## config.mk

```make
export PLATFORM = sky130hd
export DESIGN_NAME = decoder_n_scan
export DESIGN_NICKNAME = d
export VERILOG_FILES = /design/src/rtl/decoder_n_scan.sv
export SDC_FILE = /design/constraint.sdc
export NUM_CORES = 1
export LEC_CHECK = 0
export ABC_AREA = 1
export BUFFER_PORTS_ARGS = -buffer_cell sky130_fd_sc_hd__buf_4
export CAP_MARGIN = 20
export CORE_MARGIN = 2
export CORE_UTILIZATION = 55
export CTS_CLUSTER_SIZE = 10
export DETAILED_ROUTE_END_ITERATION = 6
export PLACE_DENSITY = 0.72
export SLEW_MARGIN = 0
export SYNTH_ARGS = -nofsm -noshare
export SYNTH_HDL_FRONTEND = slang
export SYNTH_SLANG_ARGS = --single-unit
```

## constraint.sdc

```tcl
create_clock -name clk -period 2.2 [get_ports clk]
set_input_delay 0.44 -clock clk [delete_from_list [all_inputs] [get_ports clk]]
set_output_delay 0.44 -clock clk [all_outputs]
set_load 0.005 [all_outputs]
```

## src/rtl/decoder_n_scan.sv

```systemverilog
// decoder_n_scan: registered N-to-2^N one-hot decoder with enable and an auto-scan mode.
// Latency: 1 clk from A/E/mode to Y; scan steps every STEP_DIV clks, wrap pulses for 1 clk.
// Backpressure: none; free-running, outputs update every edge.
//
// Ports:
//   clk    - system clock, rising edge
//   rst_n  - asynchronous active-low reset
//   E      - enable; 0 forces Y to zero (idx retained)
//   mode   - 0 = direct decode of A, 1 = auto-scan
//   A      - select (direct) or load value (scan)
//   load   - scan mode only: jump idx to A
//   dir    - (only with DECODER_SCAN_BIDIR_EN) 0 = scan up, 1 = scan down
//   Y      - registered one-hot output (or zero)
//   idx    - current index
//   wrap   - one-cycle pulse when the scan index rolls over
//
// Optional feature macro: DECODER_SCAN_BIDIR_EN (adds the dir port / down-scan).

module decoder_n_scan #(
   parameter int N        = 2,
   parameter int STEP_DIV = 4,
   parameter int DIV_W    = 16
) (
   input  logic               clk,
   input  logic               rst_n,
   input  logic               E,
   input  logic               mode,
   input  logic [N-1:0]       A,
   input  logic               load,
`ifdef DECODER_SCAN_BIDIR_EN
   input  logic               dir,
`endif
   output logic [(1<<N)-1:0]  Y,
   output logic [N-1:0]       idx,
   output logic               wrap
);

   localparam int M = 1 << N;
   localparam logic [DIV_W-1:0] DWELL_LAST = DIV_W'(STEP_DIV - 1);

   typedef enum logic [1:0] {
      IDLE   = 2'd0,
      DIRECT = 2'd1,
      SCAN   = 2'd2
   } state_t;

   state_t             r_state;
   state_t             w_state_nxt;
   logic [M-1:0]       r_y;
   logic [N-1:0]       r_idx;
   logic [DIV_W-1:0]   r_dwell;
   logic               r_wrap;

   logic [M-1:0]       w_y_nxt;
   logic [N-1:0]       w_idx_nxt;
   logic [DIV_W-1:0]   w_dwell_nxt;
   logic               w_wrap_nxt;
   logic [DIV_W-1:0]   w_dwell_cur;
   logic               w_down;
   logic [N-1:0]       w_idx_step;
   logic               w_step_wraps;

   function automatic logic [M-1:0] onehot(input logic [N-1:0] sel);
      logic [M-1:0] v;
      v      = '0;
      v[sel] = 1'b1;
      return v;
   endfunction

`ifdef DECODER_SCAN_BIDIR_EN
   assign w_down = dir;
`else
   assign w_down = 1'b0;
`endif

   // Next index for a scan step and whether that step crosses the sweep boundary.
   always_comb begin
      w_idx_step   = r_idx;
      w_step_wraps = 1'b0;
      if (w_down) begin
         w_idx_step   = r_idx - N'(1);
         w_step_wraps = (r_idx == '0);
      end else begin
         w_idx_step   = r_idx + N'(1);
         w_step_wraps = (r_idx == '1);
      end
   end

   always_ff @(posedge clk or negedge rst_n) begin
      if (!rst_n) begin
         r_state <= IDLE;
         r_y     <= '0;
         r_idx   <= '0;
         r_dwell <= '0;
         r_wrap  <= 1'b0;
      end else begin
         r_state <= w_state_nxt;
         r_y     <= w_y_nxt;
         r_idx   <= w_idx_nxt;
         r_dwell <= w_dwell_nxt;
         r_wrap  <= w_wrap_nxt;
      end
   end

   always_comb begin
      w_state_nxt = IDLE;
      w_y_nxt     = '0;
      w_idx_nxt   = r_idx;
      w_dwell_nxt = '0;
      w_wrap_nxt  = 1'b0;
      // The dwell count only carries over while staying in SCAN; any entry restarts it.
      w_dwell_cur = (r_state == SCAN) ? r_dwell : '0;

      if (!E) begin
         w_state_nxt = IDLE;
      end else if (!mode) begin
         w_state_nxt = DIRECT;
      end else begin
         w_state_nxt = SCAN;
      end

      case (w_state_nxt)
         IDLE: begin
            // Y cleared, idx retained so a later scan resumes where it stopped.
         end
         DIRECT: begin
            w_idx_nxt = A;
            w_y_nxt   = onehot(A);
         end
         SCAN: begin
            if (load) begin
               w_idx_nxt = A;
               w_y_nxt   = onehot(A);
            end else if (w_dwell_cur == DWELL_LAST) begin
               w_idx_nxt  = w_idx_step;
               w_y_nxt    = onehot(w_idx_step);
               w_wrap_nxt = w_step_wraps;
            end else begin
               w_dwell_nxt = w_dwell_cur + DIV_W'(1);
               w_y_nxt     = onehot(r_idx);
            end
         end
         default: begin
         end
      endcase
   end

   assign Y    = r_y;
   assign idx  = r_idx;
   assign wrap = r_wrap;

endmodule

```

==> flow_metrics.py <==
metrics = {
    "timing": {
        "fin_hold_ws_ns": 0.3094,
        "slew_headroom_pct": 67.92,
        "hold_viol": 0,
        "min_period_ns": 1.938,
        "finalClockSkew_ns": 0.001890,
        "tightest_slew_ns": 0.4801,
        "setup_viol": 0,
        "rsz0062_at_grt": "no",
        "final-max-slew-violation-count": 0,
        "setup-tns-final_ns": 0,
        "finalCritPeriodShare_pct": 88.11,
        "max_freq_ghz": 0.5159,
        "setup_slack_ns": 0.2617,
    },
    "grt": {
        "antenna_found_initial": 0,
        "overflow": 0,
        "grt_pass1_vias": 1376,
        "grt_max_degree": 26,
        "grt_usage_pct": 21.74,
        "grt_first_pass_wirelength_um": 5761,
    },
    "layout": {
        "final_net_count": 252,
        "drive_gt1_share_pct": 18.57,
        "fin_util_pct": 62.31,
        "num-fill-cells": 295,
        "areaGrowthSynthToFinish_pct": 9.852,
        "antenna_cells": 0,
    },
    "placed_design": {
        "gp_congestion": 0.8621,
        "place_ws_ns": 0.1365,
        "port_buffers": 13,
        "dp_hpwl_um": 2631,
    },
    "route": {
        "drt_iter0_markers": 50,
        "drc": 0,
        "wl_per_cell_um": 12.31,
        "drt_pass1_iterations": 4,
        "num_vias": 1442,
        "vias_per_cell": 5.341,
        "ant_nets": 0,
        "wl_um": 3323,
    },
    "clocking": {
        "cts_buffers": 3,
        "clock-sinks": 25,
        "postCtsSetupBuffers": 0,
        "path_clk_slew_ns": 0.13,
        "cts_buffer_depth": 2,
        "htree_levels": 1,
        "cts_tree": "done",
        "clockRootBuffer": "clkbuf_4",
        "clock_latency_ns": 0.32,
    },
    "synth": {
        "synth_cell_types": 24,
        "synth.net_count": 234,
        "postSynthAreaPerCell_sq_um": 7.678,
        "synth_area_sq_um": 1689,
        "synth_seq_area_share_pct": 37.04,
        "yosysWarningCount": 0,
        "synth_seq_cells": 25,
        "syn_inst": 220,
    },
    "floorplanning": {
        "fp-row-count": 20,
        "die_h_um": 59.42,
        "initial_core_util_pct": 56.72,
        "ioPinCount": 14,
        "dieArea_sq_um": 3530,
        "core_sq_um": 2978,
        "chipWidth_um": 59.42,
    },
    "setup_path": {
        "cp-end-kind": "flip-flop",
        "cp.required_ns": 2.42,
        "cp.arrival_ns": 2.16,
        "path_class": "flip-flop to flip-flop",
        "path_max_fanout": 14,
        "crit_path_top_delay_cell": "dfrtp_1",
        "max_stage_delay_ns": 0.43,
        "cp-start-kind": "flip-flop",
        "worstPathCellList": "inv_1 -> nand2_1 -> nor2_2 -> ha_1 -> nand3_1 -> nor2_2 -> nand2_2 -> nand2_8 -> nand2_2 -> nand2_1 -> o21ai_1",
    },
    "power_and_ir_drop": {
        "leakagePower_nw": 0.8190,
        "power_w": 0.0007998,
        "power.density_nw_per_um2": 431.1,
        "ir_drop_v": 0.0004293,
    },
    "min_path": {
        "hp-class": "input pin to flip-flop",
    },
    "job": {
        "cap_viol_max_count": 0,
    },
    "run_status": {
        "status": "completed",
    },
}
worst max-delay path, delay by kind of cell, from the launching register on:
kind / cells / cell delay [ns]
adders and majority gates: 1 / 0.23
and+or+nand+nor: 8 / 1.02
DFF: 1 / 0.43
AOI/OAI and AO/OA: 1 / 0.06
buffers and inverters: 1 / 0.10
cells in the mapped netlist:
cell type,instances,area [sq um]
nand2_1,50,187.7
nor2_1,31,116.4
nand3_1,26,130.1
dfrtp_1,25,625.6
inv_1,23,86.33
o21ai_0,8,40.04
ha_1,7,87.58
nor2_2,7,43.79
nand4_1,6,37.54
nand2_2,5,31.28
xor2_1,5,43.79
a21oi_1,4,20.02
nor2_4,3,33.78
o21ai_1,3,15.01
buf_6,2,22.52
inv_2,2,7.510
nand3_2,2,20.02
nand3_4,2,35.03
nor3_2,2,20.02
nor3_4,2,32.53
xnor2_1,2,17.52
buf_8,1,15.01
nand3b_1,1,7.510
o22ai_2,1,12.51
report_power, final:
group	internal, W	total [W]	switching [W]
Sequential	0.000471	0.000484	0.0000126
Combinational	0.0000444	0.000112	0.0000681
Clock	0.0000711	0.000203	0.000132
logic make-up after synthesis:
group / count (synthesis) / synth area share, %
and+or+nand+nor: 137 / 41.18
xor gates and xnor gates: 7 / 3.630
adders and majority gates: 7 / 5.185
DFF: 25 / 37.04
buffers and inverters: 28 / 7.777
AOI/OAI and AO/OA: 16 / 5.185
what timing repair did:
action	4_1_cts	5_1_grt
resized for setup	0	2
hold endpoints to repair	25	0
hold buffers	1	0
setup endpoints to repair	0	2
per-stage QoR:
step           cell area (sq um)  std cells
3_5_place_dp                1805        265
6_report                    1856        270
5_1_grt                     1856        270
4_1_cts                     1842        270
3_3_place_gp                1805        265
2_1_floorplan               1689        220
final timing paths:
check,to,slack [ns],cells after the start,from
max,idx[0],0.26,11,r_state[0]
min reg2reg,r_dwell[15],0.63,4,r_dwell[15]
min,r_dwell[8],0.31,2,load
min in group asynchronous,r_dwell[3],0.53,2,rst_n
max reg2reg,idx[0],0.26,11,r_state[0]
max in group asynchronous,r_dwell[10],1.44,2,rst_n
state kept, by name (all words and copies together), names as in the netlist:
register,cells
r_dwell,16
Y,4
idx,2
r_state,2
wrap,1
per-layer routing:
metal	GRT usage, %	part of all wire [%]	vias up
li1	-	-	737
met1	26.79	46	669
met2	37.36	49	27
met3	1.965	2.7	9
met4	11.36	2.9	0
met5	0	0	-
layout by cell type, fill, tap and decap left out, types with 2 or more instances in the layout:
| cell type | n |
|---|---|
| xor2_1 | 5 |
| nand4_1 | 6 |
| a21oi_1 | 4 |
| ha_1 | 7 |
| nand3_4 | 2 |
| clkbuf_4 | 3 |
| nor3_2 | 2 |
| nor3_4 | 2 |
| xnor2_1 | 2 |
| nand3_2 | 2 |
| inv_1 | 23 |
| nor2_2 | 7 |
| buf_4 | 15 |
| dfrtp_1 | 25 |
| nor2_1 | 31 |
| inv_2 | 2 |
| o21ai_0 | 8 |
| o21ai_1 | 3 |
| nand3_1 | 26 |
| nand2_2 | 4 |
| nor2_4 | 3 |
| nand2_1 | 50 |
area by class of cell:
| cell class | instances | area, sq um | share of cell area (%) |
|---|---|---|---|
| flip-flops and latches | 25 | 625.6 | 33.72 |
| clock buffers | 4 | 26.28 | 1.416 |
| repair buffers | 16 | 122.6 | 6.608 |
| well taps | 33 | 41.29 | 2.225 |
| inverters | 25 | 93.84 | 5.057 |
| multi-input cells | 167 | 945.9 | 50.98 |
Note: power is estimated with default switching activity, not from simulation.
